File: config.mk
export PLATFORM = sky130hd
export DESIGN_NAME = cpu_oci_dct_unpacker
export DESIGN_NICKNAME = d
export VERILOG_FILES = /design/src/rtl/cpu_oci_dct_pkg.sv /design/src/rtl/cpu_oci_sat_counter.sv /design/src/rtl/cpu_oci_dct_unpacker.sv
export SDC_FILE = /design/constraint.sdc
export NUM_CORES = 1
export LEC_CHECK = 0
export CAP_MARGIN = 15
export CORE_MARGIN = 1
export CORE_UTILIZATION = 35
export CTS_CLUSTER_DIAMETER = 50
export DETAILED_ROUTE_END_ITERATION = 6
export PLACE_DENSITY_LB_ADDON = 0.1
export SETUP_SLACK_MARGIN = 0.3
export SYNTH_ARGS = -nofsm -noshare
export SYNTH_HDL_FRONTEND = slang
export SYNTH_HIERARCHICAL = 1
export SYNTH_SLANG_ARGS = --single-unit
File: constraint.sdc
create_clock -name clk -period 3 [get_ports clk]
set_clock_uncertainty 0.1 [all_clocks]
set_input_delay 0.45 -clock clk [delete_from_list [all_inputs] [get_ports clk]]
set_output_delay 0.45 -clock clk [all_outputs]
set_load 0.02 [all_outputs]
File: src/rtl/cpu_oci_dct_pkg.sv
// Shared types and constants for the OCI direct-conditional-trace unpacker.
// Symbols are 2-bit branch outcomes; reserved codes pass through untouched.
package cpu_oci_dct_pkg;

  localparam int SYM_W       = 2;
  localparam int MAX_ENTRIES = 15;
  localparam int BUF_W       = SYM_W * MAX_ENTRIES;
  localparam int CNT_W       = 4;

  typedef enum logic [1:0] {
    IDLE,
    EMIT,
    FLUSH,
    DONE
  } dct_state_e;

  localparam logic [SYM_W-1:0] SYM_NOT_TAKEN = 2'b00;
  localparam logic [SYM_W-1:0] SYM_TAKEN     = 2'b01;

endpackage

File: src/rtl/cpu_oci_sat_counter.sv
// Event counter that sticks at all-ones instead of wrapping.
module cpu_oci_sat_counter #(
  parameter int W = 16
) (
  input  logic         clk,
  input  logic         reset_n,
  input  logic         en_i,
  output logic [W-1:0] count_o
);

  logic [W-1:0] count_q;

  // NOTE: non-blocking assignments so every flop samples pre-edge values.
  always_ff @(posedge clk or negedge reset_n) begin
    if (!reset_n) begin
      count_q <= '0;
    end else if (en_i && (count_q != '1)) begin
      count_q <= count_q + W'(1);
    end
  end

  assign count_o = count_q;

endmodule

File: src/rtl/cpu_oci_dct_unpacker.sv
// Serialises packed DCT words into a stream of 2-bit branch-outcome symbols,
// reloading back-to-back on the last symbol, and handles the end-of-test flush.
module cpu_oci_dct_unpacker
  import cpu_oci_dct_pkg::*;
#(
  parameter int STAT_W = 16
) (
  input  logic              clk,
  input  logic              reset_n,
  input  logic              dct_valid,
  output logic              dct_ready,
  input  logic [BUF_W-1:0]  dct_buffer,
  input  logic [CNT_W-1:0]  dct_count,
  output logic              sym_valid,
  input  logic              sym_ready,
  output logic [SYM_W-1:0]  sym_data,
  output logic              sym_last,
  input  logic              test_ending,
  output logic              test_has_ended,
  output logic [STAT_W-1:0] word_cnt,
  output logic [STAT_W-1:0] empty_cnt,
  output logic [STAT_W-1:0] sym_cnt
);

  dct_state_e       state_q, state_d;
  logic [BUF_W-1:0] shift_q, shift_d;
  logic [CNT_W-1:0] remain_q, remain_d;
  logic             ended_q, ended_d;
  logic             live_q;
  logic             sym_fire;
  logic             word_fire;

  // Holds dct_ready low until the first clock after reset is released.
  always_ff @(posedge clk or negedge reset_n) begin
    if (!reset_n) begin
      live_q <= 1'b0;
    end else begin
      live_q <= 1'b1;
    end
  end

  always_ff @(posedge clk or negedge reset_n) begin
    if (!reset_n) begin
      state_q  <= IDLE;
      shift_q  <= '0;
      remain_q <= '0;
      ended_q  <= 1'b0;
    end else begin
      state_q  <= state_d;
      shift_q  <= shift_d;
      remain_q <= remain_d;
      ended_q  <= ended_d;
    end
  end

  // NOTE: every output and next-state value gets a default first so no path infers a latch.
  always_comb begin
    state_d   = state_q;
    shift_d   = shift_q;
    remain_d  = remain_q;
    ended_d   = ended_q;
    dct_ready = 1'b0;
    sym_valid = 1'b0;
    sym_data  = SYM_NOT_TAKEN;
    sym_last  = 1'b0;

    case (state_q)
      IDLE: begin
        dct_ready = live_q && !test_ending;
        if (dct_valid && dct_ready) begin
          if (dct_count != '0) begin
            shift_d  = dct_buffer;
            remain_d = dct_count;
            state_d  = EMIT;
          end
        end else if (live_q && test_ending) begin
          state_d = FLUSH;
        end
      end

      EMIT: begin
        sym_valid = 1'b1;
        sym_data  = shift_q[SYM_W-1:0];
        sym_last  = (remain_q == CNT_W'(1));
        if (sym_ready) begin
          shift_d  = shift_q >> SYM_W;
          remain_d = remain_q - CNT_W'(1);
          // Last symbol leaving: a waiting word may load in the same cycle.
          if (sym_last) begin
            dct_ready = dct_valid && !test_ending;
            if (dct_ready && (dct_count != '0)) begin
              shift_d  = dct_buffer;
              remain_d = dct_count;
            end else if (test_ending) begin
              state_d = FLUSH;
            end else begin
              state_d = IDLE;
            end
          end
        end
      end

      FLUSH: begin
        ended_d = 1'b1;
        state_d = DONE;
      end

      DONE: begin
        state_d = DONE;
      end

      default: begin
        state_d = IDLE;
      end
    endcase
  end

  assign sym_fire       = sym_valid && sym_ready;
  assign word_fire      = dct_valid && dct_ready;
  assign test_has_ended = ended_q;

  cpu_oci_sat_counter #(.W(STAT_W)) u_word_cnt (
    .clk     (clk),
    .reset_n (reset_n),
    .en_i    (word_fire && (dct_count != '0)),
    .count_o (word_cnt)
  );

  cpu_oci_sat_counter #(.W(STAT_W)) u_empty_cnt (
    .clk     (clk),
    .reset_n (reset_n),
    .en_i    (word_fire && (dct_count == '0)),
    .count_o (empty_cnt)
  );

  cpu_oci_sat_counter #(.W(STAT_W)) u_sym_cnt (
    .clk     (clk),
    .reset_n (reset_n),
    .en_i    (sym_fire),
    .count_o (sym_cnt)
  );

endmodule

* Word-level counts from Yosys, hierarchy flattened
Cells that the tools add are included.
** Operators by class
- Equality and inequality tests :: 14
- Mux-type cells :: 26
- Reductions and logical operators :: 20
- $add $sub $neg :: 4
** Operator list (number)
- $mux W30 :: 5
- $pmux W30 S2 :: 1
- $add A16 B1 Y16 const B :: 3
- $ne A16 B16 Y1 const B :: 3
- $mux W4 :: 5
- $mux W2 :: 8
- $logic_and A1 B1 Y1 :: 12
- $ne A2 B2 Y1 const B :: 5
- $pmux W4 S2 :: 1
- $ne A3 B3 Y1 const B :: 2
- $pmux W2 S3 :: 1
- $reduce_and A5 Y1 :: 1
- $eq A2 B2 Y1 const B :: 2
- $eq A4 B1 Y1 const B :: 1
- $logic_not A4 Y1 :: 1
- $mux W1 :: 4
- $reduce_and A4 Y1 :: 1
- $reduce_bool A4 Y1 :: 1
- $sub A4 B1 Y4 const B :: 1
- $eq A2 B1 Y1 const B :: 1
- $logic_not A2 Y1 :: 1
- $pmux W1 S2 :: 1
- $reduce_bool A2 Y1 :: 1
- $reduce_or A2 Y1 :: 1
- $logic_not A1 Y1 :: 1
** Word-level totals
- Word-level logic and storage cells :: 72
- Register bits after elaboration :: 86
- Output and inout bits :: 54

* Logic depth before layout (Yosys ltp)
- Word-level depth :: 8
- Depth in mapped cells :: 9
- Depth with buffers taken out :: 9

* Modules after synthesis
Netlist, hierarchy kept.
** By module, submodules not included
- cpu_oci_sat_counter :: sequential area each 400.4 um2, area an instance 859.6 um2, times used 3, cells an instance 72
- cpu_oci_dct_unpacker :: sequential area each 950.9 um2, area an instance 1908.1 um2, times used 1, cells an instance 184

* Worst setup path before layout
OpenSTA, ideal clock, no wires.
- Path type :: register -> register
- Start point :: reg remain_q[1]
- End point :: reg u_empty_cnt.count_q[5] (netlist: u_empty_cnt/count_o[5])
- Arrival :: 2315 ps
- Cell stages (with the launch flop) :: 10
- Required time :: 2781 ps
- Clock period less this slack :: 2533 ps
- Path slack :: 467 ps
- Cells stage by stage :: dfrtp_1 > inv_1 > ha_1 > nor3b_2 > a31o_2 > nor3b_1 > and3_1 > and4_2 > o211ai_1 > o21a_1
** Between the ends
- Cells in the longest elaborated chain, start to end :: 7
** RTL lines
- start: declaration :: line cpu_oci_dct_unpacker.sv:27 : logic [CNT_W-1:0] remain_q, remain_d;
- start signal: assignment :: line cpu_oci_dct_unpacker.sv:51 : remain_q <= remain_d;
- $eq A4 B1 Y1 :: line cpu_oci_dct_unpacker.sv:84 : sym_last = (remain_q == CNT_W'(1));
- $mux W1 :: line cpu_oci_dct_unpacker.sv:89 : if (sym_last) begin
- $mux W1 :: line cpu_oci_dct_unpacker.sv:85 : if (sym_ready) begin
- $pmux W1 S2 :: line cpu_oci_dct_unpacker.sv:67 : case (state_q)
- $logic_and A1 B1 Y1 :: line cpu_oci_dct_unpacker.sv:119 : assign word_fire = dct_valid && dct_ready;
- $logic_and A1 B1 Y1 :: line cpu_oci_dct_unpacker.sv:132 : .en_i (word_fire && (dct_count == '0)),
- $logic_and A1 B1 Y1 :: line cpu_oci_sat_counter.sv:17 : end else if (en_i && (count_q != '1)) begin
- end signal: assignment :: line cpu_oci_sat_counter.sv:18 : count_q <= count_q + W'(1);
- end: declaration :: line cpu_oci_sat_counter.sv:11 : logic [W-1:0] count_q;
No other way between the ends.
A chain may end at the register's enable or synchronous reset.

* Worst setup path after layout
- Start point :: in dct_count[1]
- End point :: reg u_empty_cnt.count_q[15] (netlist: u_empty_cnt/count_o[15])
** Between the ends
- Cells in the longest elaborated chain, start to end :: 3
** RTL lines
- start: declaration :: line cpu_oci_dct_unpacker.sv:13 : input logic [CNT_W-1:0] dct_count,
- $logic_not A4 Y1 :: line cpu_oci_dct_unpacker.sv:132
- $logic_and A1 B1 Y1 :: line cpu_oci_dct_unpacker.sv:132
- $logic_and A1 B1 Y1 :: line cpu_oci_sat_counter.sv:17
No other way between the ends.

==> impl_results.html <==
<table>
<tr><th>Metric</th><th>Value</th></tr>
<tr><th colspan="2">Cells and area</th></tr>
<tr><td>Antenna diodes</td><td>0</td></tr>
<tr><td>Area growth from synthesis to layout</td><td>35.5%</td></tr>
<tr><td>Multi-input combinational cell area</td><td>2290 um^2</td></tr>
<tr><td>FF+latch area</td><td>2150 um^2</td></tr>
<tr><td>Final Instance Count excl. Fillers</td><td>682</td></tr>
<tr><td>Finished Core Util</td><td>49.6%</td></tr>
<tr><td>Number of filler cells placed in the layout</td><td>1157</td></tr>
<tr><td>Final-stage net count</td><td>553</td></tr>
<tr><td>Layout cell share with drive strength beyond 1</td><td>14.2%</td></tr>
<tr><th colspan="2">Synthesis</th></tr>
<tr><td>Share of synthesized area occupied by flip-flops and latches</td><td>48.0%</td></tr>
<tr><td>Share of flip-flops with an asynchronous set or reset after synthesis</td><td>100%</td></tr>
<tr><td>Most common cell in the synthesized netlist</td><td>sky130_fd_sc_hd__dfrtp_1</td></tr>
<tr><td>Post-synth EDFFs</td><td>0</td></tr>
<tr><td>Count of synthesis-stage warnings from yosys</td><td>6</td></tr>
<tr><td>Number of instances in the synthesized netlist</td><td>400</td></tr>
<tr><td>Share of the synthesized area in the top cell type</td><td>48.0%</td></tr>
<tr><td>Cell Area, Synth</td><td>4490 um^2</td></tr>
<tr><td>Post-synthesis register bit count</td><td>86</td></tr>
<tr><td>Post-synth cell types</td><td>54</td></tr>
<tr><td>Post-synth top cells</td><td>sky130_fd_sc_hd__dfrtp_1 (86), sky130_fd_sc_hd__nand2_1 (43), sky130_fd_sc_hd__mux2i_1 (30), sky130_fd_sc_hd__o21ai_1 (30), sky130_fd_sc_hd__nand4_1 (24)</td></tr>
<tr><td>Syn_area_per_cell</td><td>11.2 um^2</td></tr>
<tr><td>Dominant cells by area after synthesis</td><td>sky130_fd_sc_hd__dfrtp_1 (48%), sky130_fd_sc_hd__mux2i_1 (6.7%), sky130_fd_sc_hd__nand2_1 (3.6%), sky130_fd_sc_hd__nand4_1 (3.3%), sky130_fd_sc_hd__o21ai_1 (3.3%)</td></tr>
<tr><td>Library cell with the largest summed area after synthesis</td><td>sky130_fd_sc_hd__dfrtp_1</td></tr>
<tr><td>Net Count, Synth</td><td>444</td></tr>
<tr><td>Most used flip-flop cell after synthesis</td><td>sky130_fd_sc_hd__dfrtp_1</td></tr>
<tr><th colspan="2">Placement</th></tr>
<tr><td>Gpl congestion</td><td>0.744</td></tr>
<tr><td>Post-DP HPWL</td><td>6950 um</td></tr>
<tr><td>Number of I/O port buffers</td><td>92</td></tr>
<tr><td>Post-placement cell count</td><td>657</td></tr>
<tr><th colspan="2">Timing</th></tr>
<tr><td>Final cycle utilization of the critical path</td><td>86.6%</td></tr>
<tr><td>Shortest period the worst path allows</td><td>2600 ps</td></tr>
<tr><td>Final-layout setup total negative slack</td><td>0 ps</td></tr>
<tr><td>Measured slew at the worst slew-check pin</td><td>590 ps</td></tr>
<tr><td>Hold Fails Final Rpt</td><td>0</td></tr>
<tr><td>Maximum clock rate</td><td>385 MHz</td></tr>
<tr><td>Final slew viol count</td><td>0</td></tr>
<tr><td>Number of setup violations in the final report</td><td>0</td></tr>
<tr><td>Relative slew margins</td><td>60.7%</td></tr>
<tr><td>Unrepaired setup endpoints after global routing</td><td>false</td></tr>
<tr><th colspan="2">Route</th></tr>
<tr><td>Top Metal Used</td><td>met4</td></tr>
<tr><td>Post-detailed-route DRC marker count</td><td>0</td></tr>
<tr><td>Starting DRC count in detailed routing</td><td>172</td></tr>
<tr><td>Met3 routed WL</td><td>414 um</td></tr>
<tr><td>Avg Vias per Cell</td><td>5.10</td></tr>
<tr><td>Routed wire length</td><td>10100 um</td></tr>
<tr><td>Detailed route wirelength on metal2</td><td>4620 um</td></tr>
<tr><td>Total iterations of the first detailed-routing run</td><td>4</td></tr>
<tr><td>Detailed-routing wirelength on met1</td><td>4920 um</td></tr>
<tr><td>Remaining antenna violation count after routing</td><td>0</td></tr>
<tr><td>Total number of vias</td><td>3477</td></tr>
<tr><td>Drt wl/cell</td><td>14.9 um</td></tr>
<tr><th colspan="2">Worst setup path</th></tr>
<tr><td>Maximum net fanout on the critical path</td><td>4</td></tr>
<tr><td>Kind of start point of the critical path</td><td>primary input</td></tr>
<tr><td>Required time worst endpoint</td><td>3120 ps</td></tr>
<tr><td>CP endpoint kind</td><td>flip-flop</td></tr>
<tr><td>Kind of critical path</td><td>primary input to flip-flop</td></tr>
<tr><td>Data arrival time at the worst-slack endpoint</td><td>2710 ps</td></tr>
<tr><td>Worst reg-to-reg path cell count</td><td>12</td></tr>
<tr><th colspan="2">Min path</th></tr>
<tr><td>Worst hold path class</td><td>primary input to async pin</td></tr>
<tr><th colspan="2">Clock network</th></tr>
<tr><td>Clock-pin transition on the worst setup and hold timing paths</td><td>60 ps</td></tr>
<tr><td>Cell chosen for the clock root</td><td>sky130_fd_sc_hd__clkbuf_16</td></tr>
<tr><td>Post-CTS Hold Buffers</td><td>0</td></tr>
<tr><td>Number of buffers inserted during clock tree synthesis</td><td>9</td></tr>
<tr><td>Maximum root-to-sink buffer count</td><td>2</td></tr>
<tr><td>Latest clock arrival within the worst-skew pair</td><td>340 ps</td></tr>
<tr><td>CTS tree</td><td>done</td></tr>
<tr><td>Deepest level of the CTS H-tree</td><td>3</td></tr>
<tr><td>Count of clock tree sinks</td><td>86</td></tr>
<tr><th colspan="2">Power and ir drop</th></tr>
<tr><td>Clock power frac</td><td>29.5%</td></tr>
<tr><td>Cell Pwr Density</td><td>696 nW/um^2</td></tr>
<tr><td>Proportion of power drawn by combinational gates</td><td>30.4%</td></tr>
<tr><td>Peak supply drop</td><td>0.000463 V</td></tr>
<tr><td>Leakage component of the power</td><td>2.58 nW</td></tr>
<tr><td>Pint</td><td>2.88 mW</td></tr>
<tr><td>Total net switching power</td><td>1.35 mW</td></tr>
<tr><td>Sequential group share of total power</td><td>40.1%</td></tr>
<tr><td>Switching part of the total</td><td>31.8%</td></tr>
<tr><th colspan="2">Floorplanning</th></tr>
<tr><td>Die ar.</td><td>13300 um^2</td></tr>
<tr><td>Chip Height</td><td>115 um</td></tr>
<tr><td>Horiz. Die Dim</td><td>115 um</td></tr>
<tr><td>Initial cell density of the core</td><td>36.6%</td></tr>
<tr><td>Total core area</td><td>12300 um^2</td></tr>
<tr><td>Number of placement rows</td><td>40</td></tr>
<tr><td>I/O pin count</td><td>93</td></tr>
<tr><th colspan="2">Global route</th></tr>
<tr><td>Number of antenna violations at the first check in global routing</td><td>0</td></tr>
<tr><td>Overall track demand over capacity in global routing</td><td>16.5%</td></tr>
<tr><td>GRT Residual Overflow</td><td>0</td></tr>
<tr><td>Pin count of the biggest net entering global routing</td><td>87</td></tr>
<tr><td>First-pass GRT wire length</td><td>16900 um</td></tr>
<tr><td>Number of global-route vias before repair</td><td>3327</td></tr>
<tr><th colspan="2">Job</th></tr>
<tr><td>Number of maximum-capacitance violations</td><td>0</td></tr>
<tr><th colspan="2">Outcome</th></tr>
<tr><td>Result of the run</td><td>finished, final reports clean</td></tr>
</table>
what timing repair did:
item,4_1_cts,5_1_grt
setup endpoints to repair,2,6
gates resized for setup,2,9
gates cloned,0,0
pin swaps,0,2
setup buffers,3,6
layout by cell type (no fill, tap or decap), drive strengths merged, types with 3 or more instances in the layout:
master and n:
dfrtp 86, o21a 15, o31ai 4, a31oi 11
a21oi 9, mux2i 30, o211ai 3, and3 6
nor3 5, nor2 15, clkbuf 13, o21ai 35
and2 3, buf 18, xnor2 15, nand4 30
nor4 7, nand2 43, and4 9, and4b 3
ha 5, inv 4, mux2 3, nand3 18
nor3b 4, a32oi 3, nor2b 4, clkdlybuf4s50 90
xor2 6
flip-flops by register name, indices dropped and copies added (netlist names):
name                 count
shift_q                 30
u_empty_cnt/count_o     16
u_sym_cnt/count_o       16
state_q                  2
remain_q                 4
live_q                   1
u_word_cnt/count_o      16
test_has_ended           1
area by class of cell:
cell class	instances	share of cell area [%]
clock inverter	3	1.07
tap	168	3.46
sequential	86	35.4
timing repair buffer	109	17.7
clock buffer	13	4.45
inverter	4	0.247
multi-input combinational	299	37.6
worst paths after layout:
kind                                 from                      end  slack [ps]
max                          dct_count[1]  u_empty_cnt/count_o[15]         400
min                               reset_n              shift_q[12]          50
max reg2reg                   remain_q[1]  u_empty_cnt/count_o[15]         410
min reg2reg                test_has_ended           test_has_ended         360
max in group asynchronous         reset_n              remain_q[0]        2380
min in group clk           test_has_ended           test_has_ended         360
per-stage QoR:
stage	hold slack (ps)	instance area, um^2	setup WS (ps)	power (mW)
final	46.8	6080	403	4.23
after global routing	86.5	6080	289	4.52
after CTS	68.8	6000	411	4.25
after detailed placement	348	5640	162	2.95
after global placement	347	5640	210	2.92
after floorplan	54.4	4490	467	2.51
critical path: stages:
cell and delay [ps]:
sky130_fd_sc_hd__clkdlybuf4s50_1 440, sky130_fd_sc_hd__or4_4 600, sky130_fd_sc_hd__nor3b_4 230, sky130_fd_sc_hd__buf_6 120, sky130_fd_sc_hd__nand4_1 160, sky130_fd_sc_hd__nor4_4 390
sky130_fd_sc_hd__and4b_1 240, sky130_fd_sc_hd__a21oi_1 70
kinds of logic (layout without fill, tap and decap cells):
| family | after synthesis | count (layout) | share of synthesized area [%] |
|---|---|---|---|
| xor+xnor | 21 | 21 | 4.10 |
| fa+ha+maj | 5 | 5 | 1.39 |
| buf+inv | 15 | 129 | 1.92 |
| mux | 33 | 33 | 7.45 |
| other cells | 1 | 1 | 0.0836 |
| compound gates | 89 | 89 | 13.9 |
| simple gates | 150 | 150 | 23.2 |
| flops | 86 | 86 | 48.0 |
routing by layer:
metal | GRT usage, % | vias to the layer above
met4 | 6.49 | 0
li1 | - | 1725
met3 | 4.27 | 12
met1 | 22.5 | 1675
met5 | 0 | -
met2 | 24.9 | 65
power groups by stage:
stage | registers [mW] | logic [mW] | clock network (mW)
final | 1.70 | 1.29 | 1.25
after global routing | 1.75 | 1.43 | 1.34
after CTS | 1.70 | 1.27 | 1.28
after detailed placement | 1.71 | 1.24 | 0
after global placement | 1.70 | 1.22 | 0
after floorplan | 1.73 | 0.783 | 0
No activity file was read; power rests on OpenSTA's default activity.
